**config.mk**
```make
export PLATFORM = sky130hd
export DESIGN_NAME = legv8_run_ctrl
export DESIGN_NICKNAME = d
export VERILOG_FILES = /design/src/rtl/legv8_pkg.sv /design/src/rtl/legv8_trace_fifo.sv /design/src/rtl/legv8_run_ctrl.sv
export SDC_FILE = /design/constraint.sdc
export NUM_CORES = 1
export LEC_CHECK = 0
export CAP_MARGIN = 0
export CORE_ASPECT_RATIO = 0.5
export CORE_MARGIN = 5
export CORE_UTILIZATION = 44
export CTS_CLUSTER_DIAMETER = 30
export DETAILED_ROUTE_END_ITERATION = 12
export PLACE_DENSITY = 0.8
export SYNTH_ARGS = -nofsm -noshare
export SYNTH_HDL_FRONTEND = slang
export SYNTH_HIERARCHICAL = 1
export SYNTH_SLANG_ARGS = --single-unit
export TNS_END_PERCENT = 100
```
**constraint.sdc**
```tcl
create_clock -name CLK -period 3.2 [get_ports CLK]
set_input_delay 0.8 -clock CLK [delete_from_list [all_inputs] [get_ports CLK]]
set_output_delay 0.8 -clock CLK [all_outputs]
set_load 0.01 [all_outputs]
```
**src/rtl/legv8_pkg.sv**
```systemverilog
// Shared LEGv8 run-control definitions: state encodings, halt idiom and default widths.
package legv8_pkg;

    localparam int unsigned LEGV8_PC_WIDTH    = 64;
    localparam int unsigned LEGV8_INSTR_WIDTH = 32;

    // B #0: unconditional branch to self, used by programs to signal completion
    localparam logic [31:0] LEGV8_HALT_B0 = 32'h1400_0000;

    typedef enum logic [1:0] {
        ST_IDLE    = 2'd0,
        ST_RUN     = 2'd1,
        ST_HALTED  = 2'd2,
        ST_TIMEOUT = 2'd3
    } run_state_e;

    function automatic logic st_is_done(input run_state_e s);
        return (s == ST_HALTED) || (s == ST_TIMEOUT);
    endfunction

endpackage

```
**src/rtl/legv8_trace_fifo.sv**
```systemverilog
// Synchronous trace FIFO with registered show-ahead head, flush, and sticky drop-on-full flag.
module legv8_trace_fifo #(
    parameter int unsigned WIDTH = 64,
    parameter int unsigned DEPTH = 16
) (
    input  logic             i_clk,
    input  logic             i_rst_n,
    input  logic             i_flush,
    input  logic             i_push,
    input  logic [WIDTH-1:0] i_data,
    input  logic             i_pop,
    output logic             o_valid,
    output logic [WIDTH-1:0] o_head,
    output logic             o_full_c,
    output logic             o_overflow
);

    localparam int unsigned AW = (DEPTH > 1) ? $clog2(DEPTH) : 1;
    localparam int unsigned CW = AW + 1;

    logic [WIDTH-1:0] r_mem [DEPTH];
    logic [AW-1:0]    r_rd_ptr, r_wr_ptr, w_rd_nxt, w_wr_nxt;
    logic [CW-1:0]    r_count, w_count_nxt;
    logic [WIDTH-1:0] r_head, w_head_nxt;
    logic             r_valid, r_overflow, w_overflow_nxt;
    logic             w_empty, w_do_push, w_do_pop;

    assign w_empty   = (r_count == '0);
    assign o_full_c  = (r_count == CW'(DEPTH));
    assign w_do_pop  = i_pop && !w_empty;
    assign w_do_push = i_push && (!o_full_c || w_do_pop);

    // Pointer/count update and next head; a push landing on the new read slot bypasses storage
    always_comb begin
        w_rd_nxt       = r_rd_ptr;
        w_wr_nxt       = r_wr_ptr;
        w_count_nxt    = r_count;
        w_overflow_nxt = r_overflow;
        w_head_nxt     = '0;
        if (i_flush) begin
            w_rd_nxt       = '0;
            w_wr_nxt       = '0;
            w_count_nxt    = '0;
            w_overflow_nxt = 1'b0;
        end else begin
            if (w_do_pop)  w_rd_nxt = r_rd_ptr + 1'b1;
            if (w_do_push) w_wr_nxt = r_wr_ptr + 1'b1;
            w_count_nxt = r_count + CW'(w_do_push) - CW'(w_do_pop);
            if (i_push && !w_do_push) w_overflow_nxt = 1'b1;
        end
        if (w_count_nxt != '0) begin
            w_head_nxt = (w_do_push && (r_wr_ptr == w_rd_nxt)) ? i_data : r_mem[w_rd_nxt];
        end
    end

    always_ff @(posedge i_clk or negedge i_rst_n) begin
        if (!i_rst_n) begin
            r_rd_ptr   <= '0;
            r_wr_ptr   <= '0;
            r_count    <= '0;
            r_overflow <= 1'b0;
            r_valid    <= 1'b0;
            r_head     <= '0;
        end else begin
            r_rd_ptr   <= w_rd_nxt;
            r_wr_ptr   <= w_wr_nxt;
            r_count    <= w_count_nxt;
            r_overflow <= w_overflow_nxt;
            r_valid    <= (w_count_nxt != '0);
            r_head     <= w_head_nxt;
        end
    end

    always_ff @(posedge i_clk) begin
        if (w_do_push && !i_flush) r_mem[r_wr_ptr] <= i_data;
    end

    assign o_valid    = r_valid;
    assign o_head     = r_head;
    assign o_overflow = r_overflow;

endmodule

```
**src/rtl/legv8_run_ctrl.sv**
```systemverilog
// LEGv8 run control: start/abort/clear FSM, saturating counters, halt and cycle-limit detection.
// Retired-PC trace FIFO is built only when LEGV8_RUN_CTRL_TRACE_EN is defined.
module legv8_run_ctrl
    import legv8_pkg::*;
#(
    parameter int unsigned            PC_WIDTH    = LEGV8_PC_WIDTH,
    parameter int unsigned            INSTR_WIDTH = LEGV8_INSTR_WIDTH,
    parameter int unsigned            CNT_WIDTH   = 32,
    parameter int unsigned            TRACE_DEPTH = 16,
    parameter logic [INSTR_WIDTH-1:0] HALT_INSTR  = INSTR_WIDTH'(LEGV8_HALT_B0)
) (
    input  logic                   CLK,
    input  logic                   RESET_n,
    input  logic                   start,
    input  logic                   abort,
    input  logic                   clear,
    input  logic [CNT_WIDTH-1:0]   cycle_limit,
    input  logic [PC_WIDTH-1:0]    pc,
    input  logic [INSTR_WIDTH-1:0] instruction_word,
    input  logic                   retire_valid,
    output logic                   core_run,
    output logic [1:0]             state,
    output logic                   done,
    output logic [CNT_WIDTH-1:0]   cycle_count,
    output logic [CNT_WIDTH-1:0]   instr_count,
    input  logic                   trace_rd_en,
    output logic                   trace_valid,
    output logic [PC_WIDTH-1:0]    trace_pc,
    output logic                   trace_overflow
);

    run_state_e           r_state, w_state_nxt;
    logic [CNT_WIDTH-1:0] r_cycle_cnt, w_cycle_nxt;
    logic [CNT_WIDTH-1:0] r_instr_cnt, w_instr_nxt;
    logic [CNT_WIDTH-1:0] r_limit, w_limit_nxt;
    logic                 r_core_run, r_done;
    logic                 w_push, w_flush;

    // Abort beats halt, halt beats timeout; the halt instruction itself is counted
    always_comb begin
        w_state_nxt = r_state;
        w_cycle_nxt = r_cycle_cnt;
        w_instr_nxt = r_instr_cnt;
        w_limit_nxt = r_limit;
        w_push      = 1'b0;
        w_flush     = 1'b0;
        case (r_state)
            ST_IDLE: begin
                if (start) begin
                    w_state_nxt = ST_RUN;
                    w_cycle_nxt = '0;
                    w_instr_nxt = '0;
                    w_limit_nxt = cycle_limit;
                    w_flush     = 1'b1;
                end
            end
            ST_RUN: begin
                if (abort) begin
                    w_state_nxt = ST_IDLE;
                end else begin
                    w_push      = retire_valid;
                    w_cycle_nxt = (&r_cycle_cnt) ? r_cycle_cnt : r_cycle_cnt + 1'b1;
                    if (retire_valid && !(&r_instr_cnt)) w_instr_nxt = r_instr_cnt + 1'b1;
                    if (retire_valid && (instruction_word == HALT_INSTR)) begin
                        w_state_nxt = ST_HALTED;
                    end else if ((r_limit != '0) &&
                                 (CNT_WIDTH'(r_cycle_cnt + 1'b1) == r_limit)) begin
                        w_state_nxt = ST_TIMEOUT;
                    end
                end
            end
            ST_HALTED, ST_TIMEOUT: begin
                if (clear) w_state_nxt = ST_IDLE;
            end
            default: w_state_nxt = ST_IDLE;
        endcase
    end

    always_ff @(posedge CLK or negedge RESET_n) begin
        if (!RESET_n) begin
            r_state     <= ST_IDLE;
            r_cycle_cnt <= '0;
            r_instr_cnt <= '0;
            r_limit     <= '0;
            r_core_run  <= 1'b0;
            r_done      <= 1'b0;
        end else begin
            r_state     <= w_state_nxt;
            r_cycle_cnt <= w_cycle_nxt;
            r_instr_cnt <= w_instr_nxt;
            r_limit     <= w_limit_nxt;
            r_core_run  <= (w_state_nxt == ST_RUN);
            r_done      <= st_is_done(w_state_nxt);
        end
    end

    assign state       = r_state;
    assign core_run    = r_core_run;
    assign done        = r_done;
    assign cycle_count = r_cycle_cnt;
    assign instr_count = r_instr_cnt;

`ifdef LEGV8_RUN_CTRL_TRACE_EN
    logic w_unused_fifo_full;

    legv8_trace_fifo #(
        .WIDTH (PC_WIDTH),
        .DEPTH (TRACE_DEPTH)
    ) u_trace_fifo (
        .i_clk      (CLK),
        .i_rst_n    (RESET_n),
        .i_flush    (w_flush),
        .i_push     (w_push),
        .i_data     (pc),
        .i_pop      (trace_rd_en),
        .o_valid    (trace_valid),
        .o_head     (trace_pc),
        .o_full_c   (w_unused_fifo_full),
        .o_overflow (trace_overflow)
    );
`else
    logic w_unused_trace;
    assign w_unused_trace = ^{pc, trace_rd_en, w_push, w_flush, TRACE_DEPTH[0]};
    assign trace_valid    = 1'b0;
    assign trace_pc       = '0;
    assign trace_overflow = 1'b0;
`endif

endmodule

```
; ---- Yosys cells after proc, flatten, opt, wreduce, memory -nomap -nowiden
; Cells that the tools add are included.
[totals]
ff_bits = 100
latchBits = 0
ramBits = 0
mem_bits_ro = 0
input_bits = 135
output_inout_bits = 134
elab_cells = 47
memories = 0
[op_classes]
n_addsub = 2
mul = 0
n_div = 0
order_cmp = 0
eq_ne = 12
n_shift = 0
muxes = 13
bitwise = 0
reduce_logical = 14
[op_table]
columns = operator, count
row1 = $mux 32, 5
row2 = $pmux 32 s2, 2
row3 = $add 32x1->32 const B, 2
row4 = $reduce_and 32->1, 2
row5 = $eq 32x29->1 const B, 1
row6 = $eq 32x32->1, 1
row7 = $reduce_bool 32->1, 1
row8 = $mux 2, 5
row9 = $eq 2x2->1 const B, 4
row10 = $ne 2x2->1 const B, 4
row11 = $reduce_and 4->1, 2
row12 = $pmux 2 s3, 1
row13 = $eq 2x1->1 const B, 2
row14 = $logic_and 1x1->1, 3
row15 = $logic_not 2->1, 1
row16 = $reduce_and 2->1, 1
row17 = $reduce_bool 2->1, 1
row18 = $reduce_or 2->1, 1
row19 = $logic_not 1->1, 1
row20 = $logic_or 1x1->1, 1

; ---- Depth between registers and ports, before layout
; Gate-level depths: netlist of the first run.
[logic_depth]
depth_word = 9
mapped_depth = 10
mapped_depth_nobuf = 9

; ---- Worst setup path before layout of the first run
; OpenSTA, ideal clock, no wires.
[synth_path]
path_type = reg2reg
start = reg r_cycle_cnt[0] (netlist: cycle_count[0])
end = reg r_core_run (netlist: core_run)
setup_time_ns = 0.140
arrival_time_ns = 2.701
required_ns = 3.060
slack_ns = 0.359
path_stages_with_launch = 11
n_path_buf = 1
path_cell_list = dfrtp_1 > ha_1 > nand3_1 > buf_2 > nor4_2 > and3_1 > o21ai_0 > nor4_1 > nand4_1 > nor4_2 > o31ai_1
[synth_via]
elab_chain_cells = 8
[synth_lines]
columns = item, line
row1 = "start, declared", legv8_run_ctrl.sv:33  ; logic [CNT_WIDTH-1:0] r_cycle_cnt, w_cycle_nxt;
row2 = "start signal, assigned", legv8_run_ctrl.sv:89  ; r_cycle_cnt <= w_cycle_nxt;
row3 = $add 32x1->32, legv8_run_ctrl.sv:67  ; (CNT_WIDTH'(r_cycle_cnt + 1'b1) == r_limit)) begin
row4 = $eq 32x32->1, legv8_run_ctrl.sv:67
row5 = $logic_and 1x1->1, legv8_run_ctrl.sv:66  ; end else if ((r_limit != '0) &&
row6 = $mux 2, legv8_run_ctrl.sv:66
row7 = $mux 2, legv8_run_ctrl.sv:64  ; if (retire_valid && (instruction_word == HALT_INSTR)) begin
row8 = $mux 2, legv8_run_ctrl.sv:58  ; if (abort) begin
row9 = $pmux 2 s3, legv8_run_ctrl.sv:47  ; case (r_state)
row10 = $eq 2x1->1, legv8_run_ctrl.sv:92  ; r_core_run <= (w_state_nxt == ST_RUN);
row11 = "end signal, assigned", legv8_run_ctrl.sv:92
row12 = "end, declared", legv8_run_ctrl.sv:36  ; logic r_core_run, r_done;
; No other way between the ends.
; A chain may end at the register's enable or synchronous reset.

; ---- Final worst setup path of the first run
[layout_path]
start = reg r_cycle_cnt[1] (netlist: cycle_count[1])
end = reg r_cycle_cnt[9] (netlist: cycle_count[9])
[layout_via]
elab_chain_cells = 4
[layout_lines]
columns = item, line
row1 = $add 32x1->32, legv8_run_ctrl.sv:62  ; w_cycle_nxt = (&r_cycle_cnt) ? r_cycle_cnt : r_cycle_cnt + 1'b1;
row2 = $mux 32, legv8_run_ctrl.sv:62
row3 = $mux 32, legv8_run_ctrl.sv:58
row4 = $pmux 32 s2, legv8_run_ctrl.sv:47
; Parallel ways exist; a longest one is shown, timed or not. The select of a mux whose other input is x is not followed.

==> results of run 1 <==
==> metrics by stage <==
stage               std cells  setup slack [ns]  power, mW  instance area (sq um)  util (%)
floorplan                 834             0.359       2.01                   6620         -
global placement         1104             0.161       2.28                   7910      55.3
global route             1119         0.0000213       3.54                   8210      57.4
finish                   1119             0.187       3.38                   8210      57.4
detailed placement       1104             0.125       2.30                   7910      55.3
CTS                      1119             0.245       3.39                   8210      57.3
==> worst max-delay path: cells and delay by family (launching register included) <==
| family | cells | cell delay, ns |
|---|---|---|
| AO/OA/AOI/OAI | 1 | 0.09 |
| adder cells (fa/ha/maj) | 1 | 0.20 |
| buffers and inverters | 2 | 0.40 |
| flip-flops | 1 | 0.42 |
| AND/OR/NAND/NOR | 7 | 1.79 |
==> cell families after synthesis <==
family | Yosys count
AND/OR/NAND/NOR | 364
AO/OA/AOI/OAI | 119
buffers and inverters | 114
flip-flops | 99
XOR/XNOR | 66
multiplexers | 4
adder cells (fa/ha/maj) | 2
other | 1
==> routing by layer <==
layer	vias up	GRT usage, %
li1	2853	-
met1	2935	26.5
met2	307	35.2
met3	25	4.34
met4	0	5.03
met5	-	0
==> flip-flops by register name, indices dropped and copies added (netlist names) <==
signal and count:
core_run 1, cycle_count 32, done 1, instr_count 32
r_limit 32, state 1
==> synthesized netlist by cell type, drive strengths merged, types with 9 or more instances <==
cell type,number,area (sq um)
nor3,11,55.1
clkbuf,25,93.8
xor2,35,307
nand4,32,215
and4,9,78.8
xnor2,31,272
o21ai,54,270
dfrtp,99,2480
nand3,29,145
nor4,26,181
and2,14,87.6
buf,82,572
o31ai,17,128
nor2,65,244
a21oi,14,70.1
nand2,137,514
==> worst paths after layout <==
check | from | end | cells after the start
hold reg to reg | r_limit[3] | r_limit[3] | 2
min in group CLK | r_limit[3] | r_limit[3] | 2
max in group asynchronous | RESET_n | cycle_count[6] | 2
setup / recovery | cycle_count[1] | cycle_count[9] | 11
setup reg to reg | cycle_count[1] | cycle_count[9] | 11
hold / removal | RESET_n | instr_count[23] | 1
==> area by class of cell <==
cell class / count / area, sq um / share of cell area (%)
timing repair buffer: 179 / 1710 / 20.8
inverter: 7 / 26.3 / 0.320
tap: 198 / 248 / 3.02
clock buffer: 11 / 243 / 2.96
clock inverter: 4 / 51.3 / 0.625
multi-input combinational: 621 / 3460 / 42.1
sequential: 99 / 2480 / 30.2
==> power groups by stage <==
| stage | logic (mW) | registers, mW | clock network [mW] |
|---|---|---|---|
| 2_1_floorplan | 0.502 | 1.50 | 0 |
| 3_3_place_gp | 0.750 | 1.53 | 0 |
| 3_5_place_dp | 0.768 | 1.54 | 0 |
| 4_1_cts | 0.772 | 1.51 | 1.11 |
| 5_1_grt | 0.853 | 1.53 | 1.15 |
| 6_report | 0.773 | 1.52 | 1.09 |
==> summary.txt, run 1 <==
STA
  • Fin Setup TNS: 0 ns
  • WHS: approximately 0.48 ns
  • Maximum clock rate: between 300 and 400 MHz
  • Final slew viol count: 0
  • RSZ-0062 raised after global routing: no
  • Worst slew pin tran: roughly 0.9 ns
  • Final-report hold violation count: 0
  • Minimum clock period: 3.01 ns
  • Period utilisation layout: a little over nine tenths
  • Final Setup Violations: 0
  • Max_slew headroom: 40.0%
  • Fin Clk Skew: roughly 0.0089 ns

Power and ir drop
  • Leak pwr: ~3.5 nW
  • VDD IR max: about 260 uV
  • Switch share: 30.6%
  • Sequential share of power: 44.9%
  • P per Cell Area: just over 400 nW/um^2
  • Comb power frac: about 23%
  • Pint: roughly 2.3 mW
  • Share of total power in the clock network: 32.2%
  • P_sw: around 1.0 mW

Detailed routing
  • DR WL/cell: roughly 16 um
  • Met3 routed WL: approximately 1600 um
  • Drt drc: 0
  • Top sig layer: met4
  • Vias/cell: ~5.5
  • Met1 Wirelength: between 7000 and 8000 um
  • Initial DRT Pass Iterations: 6
  • DR WL met2: 8550 um
  • Initial drt markers: 452
  • DRT Wirelength: 18000 um
  • Post-route ant nets: 0
  • Routed vias: slightly above 6000

Floorplan
  • Core area: ~14000 sq um
  • Die Width: 180 um
  • Starting Density: ~45%
  • Row count: 31
  • Boundary Pins: approximately 270
  • Die H: around 95 um
  • Die footprint: around 17000 sq um

Finish
  • Area growth syn-to-layout: 28.9%
  • Fillers: between 1000 and 1500
  • Commonest cells after routing, fill and taps aside: 137 x nand2_1, 136 x clkdlybuf4s50_1, 99 x dfrtp_1
  • # diodes: 0
  • Commonest non-fill, non-tap cell in the layout: nand2_1
  • NumNets Final: 1054
  • Share of cells above drive strength 1: 7.17%

Status
  • Status: complete, no violations

Clock tree
  • Root buffer cell: clkbuf_16
  • Post-CTS Setup Repair Bufs: 0
  • Hold_buf cts: 0
  • Clock buffer depth: 2
  • CTS tree: built
  • Clock transition at path regs: 0.07 ns
  • # clock sinks: roughly 100
  • Clk_lat worst skew: approximately 0.34 ns
  • CTS resizes: 0
  • TritonCTS Buffers: 9
  • H-tree Lvls: 3

Min path
  • Hold Path Class: in2async

Logic synthesis
  • Xor/xnor share of the synthesized area: 9.07%
  • Synth Area in Simple Gates: between 20% and 30%
  • Mapped Area: 6370 sq um
  • Count of cell types in the netlist: between 50 and 60
  • Largest family of logic cells by synthesized area: simple AND/OR/NAND/NOR gates
  • Flops & latches, synth: 99
  • Asr flop ratio synth: 100%
  • Post-synth top flop: dfrtp_1
  • Post-synthesis cell count: a little under 800
  • Avg Cell Area, Syn: around 8.3 sq um
  • Sequential share of the synthesized area: 38.9%
  • Synth Area in Compound Gates: roughly an eighth
  • Adder-Cell Fraction of Synth Area: 0.393%
  • Number of synthesized flops with an enable pin: 0
  • Warnings, synthesis: 6
  • Post-synthesis mux area share: less than 1%

Global routing
  • Global route overflow: 0
  • Initial antenna violation count: 0
  • Global-route wire length before repair: roughly 29000 um
  • All-Layer GR Usage: roughly 20%
  • Largest net degree at the start of global routing: between 60 and 70
  • Number of global-route vias before repair: around 5800

Worst setup path
  • Worst path slowest cell: or4_1
  • CP Data Arrival Time: roughly 3.2 ns
  • Crit. End Element: flip-flop
  • Crit-path cells: ha_1 -> nand3_1 -> buf_4 -> nor4b_1 -> buf_4 -> nand3_1 -> or4_1 -> nand2_1 -> nor2_1 -> nand2_1 -> o21ai_0
  • Setup CP Type: reg2reg
  • R2R setup slack: 0.19 ns
  • Worst Path Max Fanout: 8
  • Crit path launch type: flip-flop
  • Required @ worst endpoint: roughly 3.4 ns
  • CP max stage delay: 0.57 ns

Place
  • IO Port Bufs: between 100 and 150
  • Hpwl dp: 13600 um
  • Routability Congestion: just under 1

Job
  • Max-Cap Viols: 0
No activity file was read; power rests on OpenSTA's default activity.
==> inputs of run 2 (changes only) <==
--- a/config.mk
+++ b/config.mk
@@ -11,9 +11,9 @@
 export CORE_UTILIZATION = 44
 export CTS_CLUSTER_DIAMETER = 30
 export DETAILED_ROUTE_END_ITERATION = 12
-export PLACE_DENSITY = 0.8
+export PLACE_DENSITY_LB_ADDON = 0.05
 export SYNTH_ARGS = -nofsm -noshare
 export SYNTH_HDL_FRONTEND = slang
 export SYNTH_HIERARCHICAL = 1
 export SYNTH_SLANG_ARGS = --single-unit
-export TNS_END_PERCENT = 100
+export TNS_END_PERCENT = 1
==> summary.txt, run 2 (synthesis gave the netlist of run 1 again) <==
Worst setup path
  • Worst path slowest cell: or4_4
  • Top Family by Delay on Critical Path: simple AND/OR/NAND/NOR gates
  • Worst Path Max Fanout: 7
  • CP max stage delay: around 0.6 ns
  • Setup CP Type: reg2reg
  • CP Data Arrival Time: around 3.3 ns
  • R2R cell count: 10
  • Crit path launch type: flip-flop
  • Crit-path cells: buf_4 -> nand3_1 -> or4_4 -> o21a_1 -> or4_1 -> a21oi_1 -> nand4_1 -> nor4_4 -> buf_4 -> o31ai_1
  • R2R setup slack: around 0.085 ns
  • Bufs and invs on worst path: 2
  • Most used cell along the critical path: buf_4
  • Required @ worst endpoint: between 3 and 4 ns
  • Crit. End Element: flip-flop
  • Cell count along the critical path: 10

STA
  • WHS: 0.534 ns
  • Max_slew headroom: 41.1%
  • Period utilisation layout: 97.3%
  • Maximum clock rate: approximately 320 MHz
  • Final-report hold violation count: 0
  • Fin Clk Skew: around 0.011 ns
  • Worst slew pin tran: between 0.8 and 0.9 ns
  • Final slew viol count: 0
  • Final Setup Violations: 0
  • Minimum clock period: around 3.1 ns

Place
  • Routability Congestion: roughly 0.95
  • IO Port Bufs: approximately 140
  • Post-Place Cells: between 1000 and 1500
  • Hpwl dp: ~14000 um

Clock tree
  • Clock transition at path regs: 0.07 ns
  • Hold_buf cts: 0
  • Clock buffer depth: 2
  • Root buffer cell: clkbuf_16
  • Post-CTS Setup Repair Bufs: 0
  • # clock sinks: ~100
  • CTS resizes: 0
  • CTS tree: built
  • Clk_lat worst skew: 0.35 ns
  • H-tree Lvls: 3
  • TritonCTS Buffers: 9

Min path
  • Hold Path Class: reg2reg
  • Hold Crit Depth: 2

Detailed routing
  • Initial drt markers: about 450
  • Initial DRT Pass Iterations: 5
  • DR WL/cell: between 15 and 20 um
  • DRT Wirelength: 18900 um
  • Vias/cell: 5.25
  • Routed vias: around 6000
  • Post-route ant nets: 0
  • Drt drc: 0

Global routing
  • All-Layer GR Usage: 21.5%
  • Met3 Resource Use GR: approximately 6.7%
  • Met2 Use GR: 31.9%
  • Global route overflow: 0
  • Global-route wire length before repair: a little under 30000 um
  • Number of global-route vias before repair: 5534
  • Met1 Usage GRT: between 30% and 40%
  • Initial antenna violation count: 0
  • Most Crowded Layer GR: met2
  • Largest net degree at the start of global routing: between 60 and 70

Floorplan
  • Boundary Pins: between 200 and 300
  • Die H: about 95 um
  • Core area: between 10000 and 15000 sq um
  • Row count: 31
  • Starting Density: roughly 45%
  • Die Width: between 150 and 200 um
  • Die footprint: 17100 sq um

Finish
  • # diodes: 0
  • Area growth syn-to-layout: 29.9%
  • NumNets Final: approximately 1100
  • Share of cells above drive strength 1: under 10%
  • Fillers: 1347
  • Commonest non-fill, non-tap cell in the layout: nand2_1
  • Finished Layout Cells: around 1100
  • Commonest cells after routing, fill and taps aside: 137 x nand2_1, 136 x clkdlybuf4s50_1, 98 x dfrtp_1

Status
  • Status: complete, no violations

Power and ir drop
  • VDD IR max: roughly 260 uV
  • Pwr Total: about 3.4 mW
  • Leak pwr: about 3.5 nW
  • P per Cell Area: ~410 nW/um^2

Job
  • Max-Cap Viols: 0
run 2: final timing paths:
path / from / endpoint
setup / recovery: cycle_count[0] / core_run
setup reg to reg: cycle_count[0] / core_run
hold reg to reg: r_limit[31] / r_limit[31]
max in group asynchronous: RESET_n / r_limit[18]
hold / removal: r_limit[31] / r_limit[31]
min in group asynchronous: RESET_n / cycle_count[25]
run 2: final cells by class:
cell class	count	area, sq um	share of cell area, %
clock buffers	10	229	2.76
clock inverters	6	71.3	0.861
inverters	7	26.3	0.317
multi-input cells	621	3480	42.0
flip-flops and latches	99	2480	29.9
well taps	198	248	2.99
repair buffers	186	1750	21.1
run 2: worst register-to-register path: stages, from the launching register on:
cell,delay [ns]
dfrtp_1,0.36
buf_4,0.16
nand3_1,0.20
or4_4,0.61
o21a_1,0.20
or4_1,0.47
a21oi_1,0.18
nand4_1,0.23
nor4_4,0.36
buf_4,0.17
o31ai_1,0.06
run 2: power breakdown:
part	internal (mW)	total (mW)	switching, mW
clock network	0.618	1.13	0.508
registers	1.36	1.53	0.161
logic	0.358	0.786	0.428
run 2: through the flow:
stage	instance area [sq um]	TNS, ns	util [%]	worst slack, ns
global placement	7950	0	55.6	0.0394
floorplan	6620	0	-	0.359
detailed placement	7950	0	55.6	0.0568
finish	8280	0	57.9	0.0855
CTS	8250	0	57.7	0.0181
global route	8280	-0.00426	57.9	-0.00426
run 2: per-layer routing:
layer / vias to the layer above / part of all wire [%] / routed length, um
met5: - / 0 / 0
met4: 0 / 0.41 / 78
met3: 9 / 10 / 1930
met2: 237 / 43 / 8030
met1: 2803 / 47 / 8840
li1: 2870 / - / -
